File: config.mk
export PLATFORM = sky130hd
export DESIGN_NAME = mc_ctrl
export DESIGN_NICKNAME = d
export VERILOG_FILES = /design/src/rtl/mc_ctrl_pkg.sv /design/src/rtl/mc_decode.sv /design/src/rtl/mc_ctrl.sv
export SDC_FILE = /design/constraint.sdc
export NUM_CORES = 1
export LEC_CHECK = 0
export CAP_MARGIN = 20
export CORE_UTILIZATION = 35
export CTS_BUF_LIST = sky130_fd_sc_hd__clkbuf_16
export CTS_CLUSTER_SIZE = 16
export DETAILED_ROUTE_END_ITERATION = 10
export PLACE_DENSITY = 0.64
export SETUP_SLACK_MARGIN = 0.5
export SYNTH_ARGS = -nofsm -noshare
export SYNTH_HDL_FRONTEND = slang
export SYNTH_SLANG_ARGS = --single-unit
File: constraint.sdc
create_clock -name clk -period 7.4 [get_ports clk]
set_input_delay 1.48 -clock clk [delete_from_list [all_inputs] [get_ports clk]]
set_output_delay 1.48 -clock clk [all_outputs]
set_load 0.1 [all_outputs]
File: src/rtl/mc_ctrl_pkg.sv
// mc_ctrl_pkg: shared state, instruction-class and select encodings for the multicycle controller.
package mc_ctrl_pkg;
    typedef enum logic [2:0] {
        S_FETCH  = 3'd0,
        S_DECODE = 3'd1,
        S_EXEC   = 3'd2,
        S_MEM    = 3'd3,
        S_WB     = 3'd4
    } state_t;

    typedef enum logic [3:0] {
        C_ADDU, C_SUBU, C_ORI, C_LUI, C_LW, C_SW, C_BEQ, C_JAL, C_JR
    } iclass_t;

    localparam logic [5:0] OP_RTYPE = 6'h00;
    localparam logic [5:0] OP_ORI   = 6'h0d;
    localparam logic [5:0] OP_LW    = 6'h23;
    localparam logic [5:0] OP_SW    = 6'h2b;
    localparam logic [5:0] OP_BEQ   = 6'h04;
    localparam logic [5:0] OP_LUI   = 6'h0f;
    localparam logic [5:0] OP_JAL   = 6'h03;
    localparam logic [5:0] FN_ADDU  = 6'h21;
    localparam logic [5:0] FN_SUBU  = 6'h23;
    localparam logic [5:0] FN_JR    = 6'h08;

    localparam logic [3:0] EXT_ZERO = 4'd0;
    localparam logic [3:0] EXT_SIGN = 4'd1;
    localparam logic [3:0] EXT_HIGH = 4'd2;
    localparam logic [1:0] ALU_ADD  = 2'd0;
    localparam logic [1:0] ALU_SUB  = 2'd1;
    localparam logic [1:0] ALU_OR   = 2'd2;
    localparam logic       ALUB_RD2 = 1'b0;
    localparam logic       ALUB_IMM = 1'b1;
    localparam logic [1:0] A3_RT    = 2'd0;
    localparam logic [1:0] A3_RD    = 2'd1;
    localparam logic [1:0] A3_RA    = 2'd2;
    localparam logic [1:0] WD_ALU   = 2'd0;
    localparam logic [1:0] WD_DM    = 2'd1;
    localparam logic [1:0] WD_PC    = 2'd2;
    localparam logic [1:0] NPC_PC4  = 2'd0;
    localparam logic [1:0] NPC_BR   = 2'd1;
    localparam logic [1:0] NPC_J    = 2'd2;
    localparam logic [1:0] NPC_RS   = 2'd3;
endpackage

File: src/rtl/mc_decode.sv
// mc_decode: classifies the instruction register into a supported class or flags it illegal.
module mc_decode
    import mc_ctrl_pkg::*;
(
    input  logic [31:0] instr_i,
    output iclass_t     cls_o,
    output logic        illegal_o
);
    logic [5:0] op;
    logic [5:0] fn;
    assign op = instr_i[31:26];
    assign fn = instr_i[5:0];

    always_comb begin
        cls_o     = C_ADDU;
        illegal_o = 1'b0;
        case (op)
            // an all-zero word is the canonical nop and executes as addu
            OP_RTYPE: begin
                if (instr_i == 32'd0 || fn == FN_ADDU) cls_o = C_ADDU;
                else if (fn == FN_SUBU) cls_o = C_SUBU;
                else if (fn == FN_JR) cls_o = C_JR;
                else illegal_o = 1'b1;
            end
            OP_ORI:  cls_o = C_ORI;
            OP_LUI:  cls_o = C_LUI;
            OP_LW:   cls_o = C_LW;
            OP_SW:   cls_o = C_SW;
            OP_BEQ:  cls_o = C_BEQ;
            OP_JAL:  cls_o = C_JAL;
            default: illegal_o = 1'b1;
        endcase
    end
endmodule

File: src/rtl/mc_ctrl.sv
// mc_ctrl: Moore multicycle controller (FETCH/DECODE/EXEC/MEM/WB) with a retired-instruction counter.
module mc_ctrl
    import mc_ctrl_pkg::*;
(
    input  logic        clk,
    input  logic        reset,
    input  logic [31:0] instr,
    input  logic        zero,
    input  logic        mem_ready,
    output logic [3:0]  ext_op,
    output logic [1:0]  alu_op,
    output logic        alub_sel,
    output logic [1:0]  a3_sel,
    output logic [1:0]  wd_sel,
    output logic [1:0]  npc_sel,
    output logic        pc_we,
    output logic        ir_we,
    output logic        rf_we,
    output logic        dm_we,
    output logic        mem_req,
    output logic        illegal,
    output logic [2:0]  state,
    output logic [31:0] retired
);
    state_t      state_q, state_d;
    logic [31:0] retired_q, retired_d;
    iclass_t     cls;
    logic        dec_ill;
    logic        retire;

    mc_decode u_decode (
        .instr_i   (instr),
        .cls_o     (cls),
        .illegal_o (dec_ill)
    );

    always_comb begin
        state_d  = state_q;
        ext_op   = EXT_ZERO;
        alu_op   = ALU_ADD;
        alub_sel = ALUB_RD2;
        a3_sel   = A3_RT;
        wd_sel   = WD_ALU;
        npc_sel  = NPC_PC4;
        pc_we    = 1'b0;
        ir_we    = 1'b0;
        rf_we    = 1'b0;
        dm_we    = 1'b0;
        mem_req  = 1'b0;
        illegal  = 1'b0;
        case (state_q)
            S_FETCH: begin
                mem_req = 1'b1;
                ir_we   = mem_ready;
                pc_we   = mem_ready;
                state_d = mem_ready ? S_DECODE : S_FETCH;
            end
            S_DECODE: begin
                illegal = dec_ill;
                state_d = dec_ill ? S_FETCH : S_EXEC;
            end
            S_EXEC: begin
                case (cls)
                    C_ADDU: state_d = S_WB;
                    C_SUBU: begin alu_op = ALU_SUB; state_d = S_WB; end
                    C_ORI:  begin alu_op = ALU_OR; alub_sel = ALUB_IMM; state_d = S_WB; end
                    C_LUI:  begin ext_op = EXT_HIGH; alu_op = ALU_OR; alub_sel = ALUB_IMM; state_d = S_WB; end
                    C_LW, C_SW: begin ext_op = EXT_SIGN; alub_sel = ALUB_IMM; state_d = S_MEM; end
                    C_BEQ:  begin ext_op = EXT_SIGN; alu_op = ALU_SUB; npc_sel = NPC_BR; pc_we = zero; state_d = S_FETCH; end
                    C_JAL:  begin pc_we = 1'b1; npc_sel = NPC_J; rf_we = 1'b1; a3_sel = A3_RA; wd_sel = WD_PC; state_d = S_FETCH; end
                    C_JR:   begin pc_we = 1'b1; npc_sel = NPC_RS; state_d = S_FETCH; end
                    default: state_d = S_FETCH;
                endcase
            end
            S_MEM: begin
                mem_req  = 1'b1;
                ext_op   = EXT_SIGN;
                alub_sel = ALUB_IMM;
                dm_we    = mem_ready && cls == C_SW;
                if (mem_ready) state_d = (cls == C_LW) ? S_WB : S_FETCH;
            end
            S_WB: begin
                rf_we   = 1'b1;
                a3_sel  = (cls == C_ADDU || cls == C_SUBU) ? A3_RD : A3_RT;
                wd_sel  = (cls == C_LW) ? WD_DM : WD_ALU;
                state_d = S_FETCH;
            end
            default: state_d = S_FETCH;
        endcase
        // outputs are combinational, so reset must mask them explicitly
        if (!reset) {ext_op, alu_op, alub_sel, a3_sel, wd_sel, npc_sel, pc_we, ir_we, rf_we, dm_we, mem_req, illegal} = '0;
    end

    assign retire    = (state_q == S_EXEC || state_q == S_MEM || state_q == S_WB) && state_d == S_FETCH;
    assign retired_d = retired_q + {31'd0, retire};

    always_ff @(posedge clk or negedge reset) begin
        if (!reset) begin
            state_q   <= S_FETCH;
            retired_q <= 32'd0;
        end else begin
            state_q   <= state_d;
            retired_q <= retired_d;
        end
    end

    assign state   = state_q;
    assign retired = retired_q;
endmodule

Word-level counts from Yosys, hierarchy flattened
Index checks and enable logic that the tools add are counted.
{ "totals": {"elab_cells": 91, "input_bits": 36, "output_inout_bits": 54, "reg_bits": 35} }
{ "op_classes": {"eq_ne": 21, "mux": 47, "n_addsub": 1, "n_reduce_logical": 20} }
{ "op_table": {"columns": ["cell", "n"], "rows": [
  ["$add 32x1->32", 1],
  ["$logic_not 32->1", 1],
  ["$pmux 4 s7", 1],
  ["$eq 6x6->1 const B", 4],
  ["$pmux 2 s2", 5],
  ["$mux 1", 19],
  ["$eq 6x4->1 const B", 3],
  ["$eq 4x3->1 const B", 4],
  ["$mux 2", 8],
  ["$mux 4", 4],
  ["$pmux 3 s4", 1],
  ["$pmux 1 s2", 5],
  ["$reduce_or 2->1", 5],
  ["$eq 4x2->1 const B", 2],
  ["$reduce_or 4->1", 2],
  ["$eq 3x2->1 const B", 2],
  ["$eq 6x2->1 const B", 1],
  ["$eq 6x3->1 const B", 1],
  ["$logic_not 3->1", 2],
  ["$logic_not 6->1", 1],
  ["$mux 3", 2],
  ["$pmux 2 s3", 1],
  ["$pmux 3 s2", 1],
  ["$reduce_or 6->1", 1],
  ["8 further kinds", 12]
]} }

Longest topological paths before layout
Gate-level depths: netlist (run 1).
{ "depth": {"ltp_word": 12, "depth_mapped": 12, "mapped_depth_nobuf": 10} }

By module
Synthesis (run 1) repeated with hierarchy kept, for this count alone.
{ "hier_totals": {"cells_unflattened": 231, "area_unflattened_um2": 2123.3} }
{ "by_module_without_submodules": {"columns": ["module", "area_per_inst_um2", "cells_per_inst", "seq_area_each_um2", "n_inst"], "rows": [
  ["mc_ctrl", 1850.5, 190, 875.8, 1],
  ["mc_decode", 272.8, 41, 0.0, 1]
]} }

Least setup slack after synthesis (run 1)
OpenSTA, ideal clock, no wires.
{ "synth_path": {"kind": "input to output", "startpoint": "in instr[29]", "endpoint": "out a3_sel[0]", "path_buffers": 1, "stages": 5, "slack_ps": 818, "arrival_ps": 5102, "required_ps": 5920, "path_cell_list": "buf_6 or2b_1 a32oi_1 o21bai_1 nor4_1"} }
{ "synth_via": {"elab_chain_len": 9, "word_cells_on_any_way": 17} }
{ "synth_rtl": {"columns": ["element", "line_no", "rtl"], "rows": [
  ["from (decl)", "mc_ctrl.sv:7", "input logic [31:0] instr,"],
  ["$logic_not 32->1", "mc_decode.sv:20", "if (instr_i == 32'd0 || fn == FN_ADDU) cls_o = C_ADDU;"],
  ["$logic_or 1x1->1", "mc_decode.sv:20", null],
  ["$mux 4", "mc_decode.sv:20", null],
  ["$pmux 4 s7 *", "mc_decode.sv:17", "case (op)"],
  ["$eq 4x1->1 or $logic_not 4->1 (tied branches)", "mc_ctrl.sv:84", "a3_sel = (cls == C_ADDU || cls == C_SUBU) ? A3_RD : A3_RT;"],
  ["$logic_or 1x1->1 *", "mc_ctrl.sv:84", null],
  ["$mux 1 *", "mc_ctrl.sv:84", null],
  ["$pmux 2 s2 *", "mc_ctrl.sv:51", "case (state_q)"],
  ["$mux 2 *", "mc_ctrl.sv:91", "if (!reset) {ext_op, alu_op, alub_sel, a3_sel, wd_sel, npc_sel, pc_we, ir_we, rf_we, dm_we, mem_req, illegal} ..."],
  ["to (decl)", "mc_ctrl.sv:13", "output logic [1:0] a3_sel,"]
]} }
Every way passes the cells marked *; elsewhere a longest branch is shown, timed or not.

Worst setup path in the final report (run 1)
{ "layout_path": {"startpoint": "in instr[29]", "endpoint": "out dm_we"} }
{ "layout_via": {"elab_chain_len": 8, "word_cells_on_any_way": 15} }
{ "layout_rtl": {"columns": ["element", "line_no", "rtl"], "rows": [
  ["$logic_not 32->1", "mc_decode.sv:20", null],
  ["$logic_or 1x1->1", "mc_decode.sv:20", null],
  ["$mux 4", "mc_decode.sv:20", null],
  ["$pmux 4 s7 *", "mc_decode.sv:17", null],
  ["$eq 4x3->1 *", "mc_ctrl.sv:79", "dm_we = mem_ready && cls == C_SW;"],
  ["$logic_and 1x1->1 *", "mc_ctrl.sv:79", null],
  ["$mux 1 *", "mc_ctrl.sv:51", null],
  ["$mux 1 *", "mc_ctrl.sv:91", null],
  ["to (decl)", "mc_ctrl.sv:19", "output logic dm_we,"]
]} }
Marks and branches as above.

==> results of run 1 <==
-- Yosys cell counts, types with 4 or more instances --
cell type and n:
a21oi_1 5, and3_1 6, and4_1 4, clkbuf_1 5, dfrtp_1 35, inv_1 4, nand2_1 16, nand3_1 15
nand4_1 16, nor2_1 17, nor2b_1 5, nor3_1 13, nor4_1 6, o21ai_0 4, or3_1 4, xnor2_1 25
xor2_1 7
-- metal layers --
layer	vias to the layer above	GRT usage, %
met2	77	29.9
met4	0	5.89
met3	9	4.11
met1	937	23.6
met5	-	0
li1	999	-
-- report_power, final --
group	internal (mW)	switching [mW]	leakage, nW
clock network	0.192	0.0757	0.0952
logic	0.0496	0.130	0.676
registers	0.203	0.0141	0.481
total	0.444	0.219	1.25
-- final cells by class --
type,count,share of cell area [%]
clock buffer,5,3.89
clock inverter,3,1.98
inverter,4,0.467
multi-input combinational,180,36.3
sequential,35,27.2
tap,72,2.80
timing repair buffer,89,27.4
-- worst max-delay path by stage --
stage	start	endpoint	slack (ns)	cells after the start
after CTS	instr[29]	dm_we	1.38	6
after global routing	instr[29]	dm_we	1.16	6
after global placement	instr[29]	dm_we	1.43	6
final	instr[29]	dm_we	1.39	6
after detailed placement	instr[29]	dm_we	1.38	6
after floorplan	instr[29]	a3_sel[0]	0.82	5
-- flip-flops by register name, indices dropped and copies added (netlist names) --
register,cells
retired,32
state,3
-- kinds of logic (layout without fill, tap and decap cells) --
logic type	after synthesis	in the layout	share of synthesized area (%)
adder cells (fa/ha/maj)	2	2	1.18
AO/OA/AOI/OAI	23	23	7.78
AND/OR/NAND/NOR	121	121	32.5
buffers and inverters	16	101	3.89
XOR/XNOR	32	32	13.2
flip-flops	35	35	41.3
other	1	2	0.177
==> results by group, run 1 <==
Finish
  – Commonest cells after routing, fill and taps aside: clkdlybuf4s50_1, dfrtp_1, xnor2_1
  – ANT cells: 0
  – Area grow syn2layout: 51.7%
  – Fillers: about 530
  – Reg area: approximately 880 um^2
  – Utilization after layout: 56.7%
  – Net count, final: ~350
  – Layout Cells excl Fill: 388
  – Design Area, Final: roughly 3200 um^2
  – Area of the multi-input gates: 1170 um^2
  – Share of cells above drive strength 1: 5.38%
  – Commonest non-fill, non-tap cell in the layout: clkdlybuf4s50_1

Global route
  – First-pass GRT wire length: between 9000 and 10000 um
  – Pin count of the biggest net entering global routing: 27
  – Initial antenna violation count: 0
  – GRT overflow: 0
  – Vias in the first global route: 1873
  – Total track usage: between 10% and 20%

Route
  – Metal-1 WL: roughly 2600 um
  – Initial DRC Count: 107
  – Via Count: 2022
  – Routed Antenna Nets: 0
  – Top layer in use: met4
  – DR WL met2: 2560 um
  – Vias per inst: 5.21
  – Met3 WL: 410 um
  – 1st-pass router iterations: 4
  – Routed WL: about 5600 um
  – DRC: 0
  – Drt wl/cell: about 14 um

Synth
  – Post-synth EDFFs: 0
  – Warnings from Yosys: 0
  – Largest area contributor in the netlist: dfrtp_1
  – Share of the synthesized area in the top cell type: 41.3%
  – Avg Inst Size Synth: 9.23 um^2
  – Synth top area cells: dfrtp_1, xnor2_1, nand4_1, nand3_1, nor3_1
  – Seq/Total Area, Yosys: 41.3%
  – Synth Flop Type: dfrtp_1
  – Async set-reset flop share out of synthesis: 100%
  – Number of synthesized register bits: 35
  – Synthesized area: 2120 um^2
  – Post-synthesis instance total: 230
  – Yosys cell types: 49

STA
  – Final min period: 6.01 ns
  – Final Skew: 0.00705 ns
  – Period utilization: 81.3%
  – Fin. max-slew vios: 0
  – Worst slew margin: 33.3%
  – Worst Setup Slack, final: 1.39 ns
  – # setup viols final: 0
  – WHS: approximately 0.47 ns
  – Highest Clock Rate: 166 MHz
  – TNS Setup: 0 ns
  – RSZ-0062 raised after global routing: false
  – Final hold vios: 0
  – Tightest Pin Transition: 0.997 ns

Worst setup path
  – CP bufs+invs: 2
  – CP top delay family: buffers and inverters
  – Reg2reg start: state[1]
  – Crit path capture type: output port
  – CP most frequent cell: clkdlybuf4s50_1
  – Reg2Reg Depth: 10
  – Register-to-register setup slack: 4.39 ns
  – Worst endpoint data arrival time: about 4.5 ns
  – Crit path launch type: input pin
  – CP max FO: 10
  – Highest-delay cell along the critical path: clkdlybuf4s50_1
  – Critical path's largest stage delay: 1.17 ns
  – FF-to-FF End: retired[28]
  – CP Cell Sequence: clkdlybuf4s50_1, or4_4, nor4_1, a22oi_1, nor3_1, clkdlybuf4s50_1
  – Kind of critical path: in2out
  – Critical Path RT: 5.92 ns

Die
  – Die area: 6380 um^2
  – Std-Cell Rows: 27
  – Initial Utilization: 37.4%
  – Die X: between 70 and 80 um
  – CORE AREA: 5680 um^2
  – I/O pin total: 90
  – Die H: roughly 80 um

Hold path
  – Hold Path Stages: 1
  – Hold Path End: retired[31]
  – Hold Startpoint: retired[31]
  – Hold Path Class: reg2reg

Clocking
  – H-tree Lvls: 2
  – Root Driver: clkbuf_16
  – CTS tree: yes
  – Clk pin slew, worst setup/hold paths: 0.06 ns
  – CTS resizes: 0
  – Clock buffer depth: 2
  – Hold buffers post-CTS: 0
  – CTS sink cnt: 35
  – CTS Buf Count: 5
  – Setup Buffers After CTS: 0
  – Skew-Pair Late Insertion Delay: approximately 0.28 ns

Placement
  – GPL Wtd Cong: 0.839
  – IO buf count: 87
  – Placed cell count: between 300 and 400
  – Placement Setup Slack: 1.38 ns
  – Dpl cell area: 3030 um^2
  – DP HPWL: 4270 um

Power and ir drop
  – Pwr dens: 206 nW/um^2
  – Static Leakage: 1.25 nW
  – Worst vdd ir: 0.284 mV
  – Total power: ~0.66 mW

Flow run
  – Max-cap violations: 0

Outcome
  – Outcome: complete, no violations
No activity file was read; power rests on OpenSTA's default activity.
==> run 2: changes to the inputs <==
==> constraint.sdc (replaced) <==
create_clock -name clk -period 6.2 [get_ports clk]
set_input_delay 1.24 -clock clk [delete_from_list [all_inputs] [get_ports clk]]
set_output_delay 1.24 -clock clk [all_outputs]
set_load 0.1 [all_outputs]
==> run 2 against run 1 <==
Compared with the run above: wire length rose by 2.1%; clock power fell by 12%; register-to-register slack worse by 1.2 ns; design area shrank 2.3%; critical path depth is the same; hold slack improved by 0.0042 ns; global-route usage up 0.41 points; clock-buffer cell count did not move; cell count is the same; non-clock buffer count is the same; critical path type unchanged; largest cell class unchanged.
==> results by group, run 2 (synthesized netlist as in run 1, its figures left out) <==
Power and ir drop
  – Static Leakage: 1.26 nW
  – Worst vdd ir: 0.381 mV
  – Pwr dens: 225 nW/um^2

Die
  – I/O pin total: 90
  – Std-Cell Rows: 27
  – Die area: 6380 um^2
  – Die X: 79.9 um
  – Die H: 79.9 um
  – CORE AREA: 5680 um^2
  – Initial Utilization: a little under two fifths

Route
  – Via Count: 2051
  – Drt wl/cell: 14.8 um
  – Initial DRC Count: 105
  – Routed WL: 5740 um
  – DRC: 0
  – Vias per inst: 5.29
  – Routed Antenna Nets: 0
  – 1st-pass router iterations: 4

Clocking
  – Root Driver: clkbuf_16
  – CTS sink cnt: 35
  – Clock buffer depth: 2
  – CTS resizes: 0
  – Setup Buffers After CTS: 0
  – Skew-Pair Late Insertion Delay: 0.28 ns
  – H-tree Lvls: 2
  – Hold buffers post-CTS: 0
  – CTS Buf Count: 5
  – Clk pin slew, worst setup/hold paths: 0.05 ns
  – CTS tree: yes

STA
  – Final min period: 4.74 ns
  – Worst slew margin: 34.5%
  – # setup viols final: 0
  – WHS: 0.475 ns
  – Period utilization: 76.4%
  – RSZ-0062 raised after global routing: false
  – Tightest Pin Transition: 0.979 ns
  – Final hold vios: 0
  – Final Skew: 0.00475 ns
  – TNS Setup: 0 ns
  – Fin. max-slew vios: 0
  – Highest Clock Rate: roughly 210 MHz

Finish
  – Fillers: 532
  – Share of cells above drive strength 1: between 10% and 20%
  – ANT cells: 0
  – Commonest cells after routing, fill and taps aside: clkdlybuf4s50_1, dfrtp_1, xnor2_1
  – Commonest non-fill, non-tap cell in the layout: clkdlybuf4s50_1
  – Max reg flops: 32
  – Net count, final: between 300 and 400
  – Area grow syn2layout: 48.2%

Worst setup path
  – Worst endpoint data arrival time: 3.50 ns
  – Crit path capture type: output port
  – Critical Path RT: between 4 and 5 ns
  – Reg2Reg Depth: 10
  – CP max FO: 10
  – CP bufs+invs: 2
  – Kind of critical path: in2out
  – Crit path launch type: input pin
  – Critical path's largest stage delay: approximately 0.65 ns
  – Register-to-register setup slack: 3.19 ns
  – Reg2reg start: state[1]
  – CP top delay family: simple AND/OR/NAND/NOR gates
  – CP Cell Sequence: clkdlybuf4s50_1, or4_4, nor4_1, a22oi_1, nor3_1, buf_4
  – FF-to-FF End: retired[28]
  – Highest-delay cell along the critical path: or4_4
  – Setup crit start: instr[29]

Hold path
  – Hold Startpoint: retired[31]
  – Hold Path End: retired[31]
  – Hold Path Class: reg2reg
  – Hold Path Stages: 1

Flow run
  – Max-cap violations: 0

Global route
  – Grt met1 use: 25.1%
  – Routing usage on met3: 3.89%
  – GR peak layer: met2
  – Total track usage: 18.6%
  – GRT overflow: 0
  – Pin count of the biggest net entering global routing: 40
  – Vias in the first global route: between 1500 and 2000
  – Initial antenna violation count: 0
  – M2 GR Usage: 29.7%
  – First-pass GRT wire length: 9280 um

Outcome
  – Outcome: complete, no violations

Placement
  – GPL Wtd Cong: 0.858
  – IO buf count: just under 90
  – DP HPWL: 4260 um
## run 2: how the worst max path moves through the flow
| stage | endpoint | slack [ns] | cells past startpoint |
|---|---|---|---|
| after floorplan | dm_we | 0.55 | 5 |
| after global placement | ext_op[1] | 1.48 | 6 |
| after detailed placement | dm_we | 1.47 | 6 |
| after CTS | dm_we | 1.46 | 6 |
| after global routing | dm_we | 1.23 | 6 |
| final | dm_we | 1.46 | 6 |
## run 2: report_power, final
| part | internal [mW] | total [mW] | switching (mW) |
|---|---|---|---|
| Sequential | 0.242 | 0.259 | 0.0173 |
| Clock | 0.146 | 0.236 | 0.0895 |
| Combinational | 0.0589 | 0.214 | 0.155 |
| Total | 0.447 | 0.709 | 0.262 |
## run 2: worst reg2reg max path: stages (launching register included)
cell      delay [ns]
dfrtp_1         0.48
nor2b_1         0.43
nand2b_1        0.10
o221ai_1        0.19
o211a_1         0.17
ha_1            0.19
ha_1            0.25
nand3_1         0.09
nor2_1          0.62
nand4_1         0.21
xnor2_1         0.17
## run 2: layout make-up
type / count / area (um^2) / area share, %
clock inverters: 3 / 16.3 / 0.517
flip-flops and latches: 35 / 876 / 27.9
repair buffers: 89 / 843 / 26.8
inverters: 4 / 15.0 / 0.478
well taps: 72 / 90.1 / 2.87
multi-input cells: 180 / 1180 / 37.5
clock buffers: 5 / 125 / 3.98
## run 2: through the flow
step | total power, mW | setup WS [ns] | std cells | utilization [%] | cell area (um^2)
detailed placement | 0.478 | 1.47 | 380 | 52.9 | 3000
CTS | 0.716 | 1.46 | 388 | 55.4 | 3140
global placement | 0.479 | 1.48 | 380 | 52.9 | 3000
floorplan | 0.409 | 0.549 | 231 | - | 2140
global route | 0.738 | 1.23 | 388 | 55.4 | 3140
finish | 0.709 | 1.46 | 388 | 55.4 | 3140
## run 2: routing by layer
| layer | wire, um | vias to the layer above | share of wire (%) |
|---|---|---|---|
| met5 | 0 | - | 0 |
| met4 | 57 | 0 | 0.99 |
| met3 | 423 | 4 | 7.4 |
| met2 | 2560 | 71 | 45 |
| met1 | 2690 | 976 | 47 |
| li1 | - | 1000 | - |
==> run 3: changes to the inputs <==
==> constraint.sdc (replaced) <==
create_clock -name clk -period 4.5 [get_ports clk]
set_input_delay 0.9 -clock clk [delete_from_list [all_inputs] [get_ports clk]]
set_output_delay 0.9 -clock clk [all_outputs]
set_load 0.1 [all_outputs]
==> run 3 against run 2 <==
Compared with the run above: critical path depth unchanged; worst setup slack got worse by 0.83 ns; sequential share of layout area decreased by 1.9 points; wire length increased by 4.4%; highest routed layer unchanged.
==> results by group, run 3 (synthesized netlist as in run 1, its figures left out) <==
Outcome
  – Outcome: complete, no violations

Route
  – Met3 WL: 434 um
  – Drt wl/cell: 15.3 um
  – Initial DRC Count: between 80 and 90
  – Top layer in use: met4
  – Routed WL: approximately 6000 um
  – Metal-1 WL: 2640 um
  – DRC: 0
  – DR WL met2: 2830 um
  – Routed Antenna Nets: 0
  – Via Count: 2069
  – 1st-pass router iterations: 4
  – Vias per inst: approximately 5.3

Worst setup path
  – Crit path capture type: output port
  – Crit path launch type: input pin
  – CP max FO: 8
  – Worst endpoint data arrival time: 2.97 ns
  – Kind of critical path: in2out
  – Critical Path RT: 3.60 ns

Finish
  – Share of cells above drive strength 1: 16.0%
  – Net count, final: approximately 360
  – Area grow syn2layout: 58.7%
  – Commonest cells after routing, fill and taps aside: clkdlybuf4s50_1, dfrtp_1, xnor2_1
  – Commonest non-fill, non-tap cell in the layout: clkdlybuf4s50_1
  – ANT cells: 0
  – Max reg flops: 32

Power and ir drop
  – Worst vdd ir: 0.347 mV
  – Static Leakage: 1.35 nW
  – Pwr dens: slightly below 300 nW/um^2

STA
  – Final hold vios: 0
  – Highest Clock Rate: 258 MHz
  – Worst Setup Slack, final: 0.629 ns
  – Period utilization: a little under nine tenths
  – Final Skew: 0.00395 ns
  – Tightest Pin Transition: 0.987 ns
  – # setup viols final: 0
  – RSZ-0062 raised after global routing: false
  – Fin. max-slew vios: 0
  – Worst slew margin: 34.0%
  – TNS Setup: 0 ns
  – Final min period: slightly below 4 ns

Global route
  – Total track usage: between 10% and 20%
  – Pin count of the biggest net entering global routing: 28
  – Vias in the first global route: 1990
  – GRT overflow: 0
  – First-pass GRT wire length: 9460 um
  – Initial antenna violation count: 0

Die
  – Die area: 6380 um^2
  – Std-Cell Rows: 27
  – Die X: 79.9 um
  – I/O pin total: 90
  – Die H: 79.9 um
  – CORE AREA: about 5700 um^2
  – Initial Utilization: approximately 37%

Clocking
  – H-tree Lvls: 2
  – Clk pin slew, worst setup/hold paths: roughly 0.050 ns
  – Root Driver: clkbuf_16
  – CTS tree: yes
  – CTS resizes: 0
  – Skew-Pair Late Insertion Delay: 0.28 ns
  – Setup Buffers After CTS: 0
  – Hold buffers post-CTS: 0
  – CTS Buf Count: 5
  – Clock buffer depth: 2
  – CTS sink cnt: 35

Hold path
  – Hold Path Class: reg2reg

Placement
  – IO buf count: 87
  – Placement Setup Slack: between 0.4 and 0.5 ns
  – DP HPWL: 4560 um
  – GPL Wtd Cong: roughly 0.84

Flow run
  – Max-cap violations: 0
[run 3: worst paths after layout]
check,slack [ns],to,startpoint,cells past startpoint
min in group asynchronous,0.49,retired[31],reset,1
min reg2reg,0.47,retired[31],retired[31],1
max,0.63,illegal,instr[31],6
max reg2reg,1.87,retired[20],state[1],11
max in group asynchronous,3.38,retired[9],reset,2
min,0.47,retired[31],retired[31],1
[run 3: worst max-delay path: stages]
cell and delay [ns]:
clkdlybuf4s50_1 0.54, or4_4 0.59, or2_0 0.24, a211oi_2 0.26, o311a_1 0.25, buf_12 0.18
[run 3: power breakdown]
group	internal [mW]	switching, mW	total (mW)
combinational	0.0847	0.217	0.302
sequential	0.333	0.0236	0.357
clock	0.202	0.130	0.332
[run 3: area by class of cell]
type | count | area (um^2)
multi-input cells | 180 | 1250
clock buffers | 5 | 125
repair buffers | 91 | 996
clock inverters | 3 | 16.3
inverters | 4 | 15.0
well taps | 72 | 90.1
flip-flops and latches | 35 | 876
fillers | 509 | 2310
[run 3: layer usage]
layer  up-vias  GRT usage (%)
met5         -              0
met4         0           6.07
met3         8           4.80
li1       1004              -
met2        65           32.0
met1       992           24.5
[run 3: through the flow]
stage	cell area [um^2]	power, mW	std cells	utilization, %	hold WS, ns
CTS	3350	1.00	390	59.1	0.474
global placement	3210	0.664	382	56.6	0.464
finish	3370	0.991	390	59.3	0.471
global route	3370	1.03	390	59.3	0.485
floorplan	2200	0.566	231	-	0.604
detailed placement	3210	0.666	382	56.6	0.464
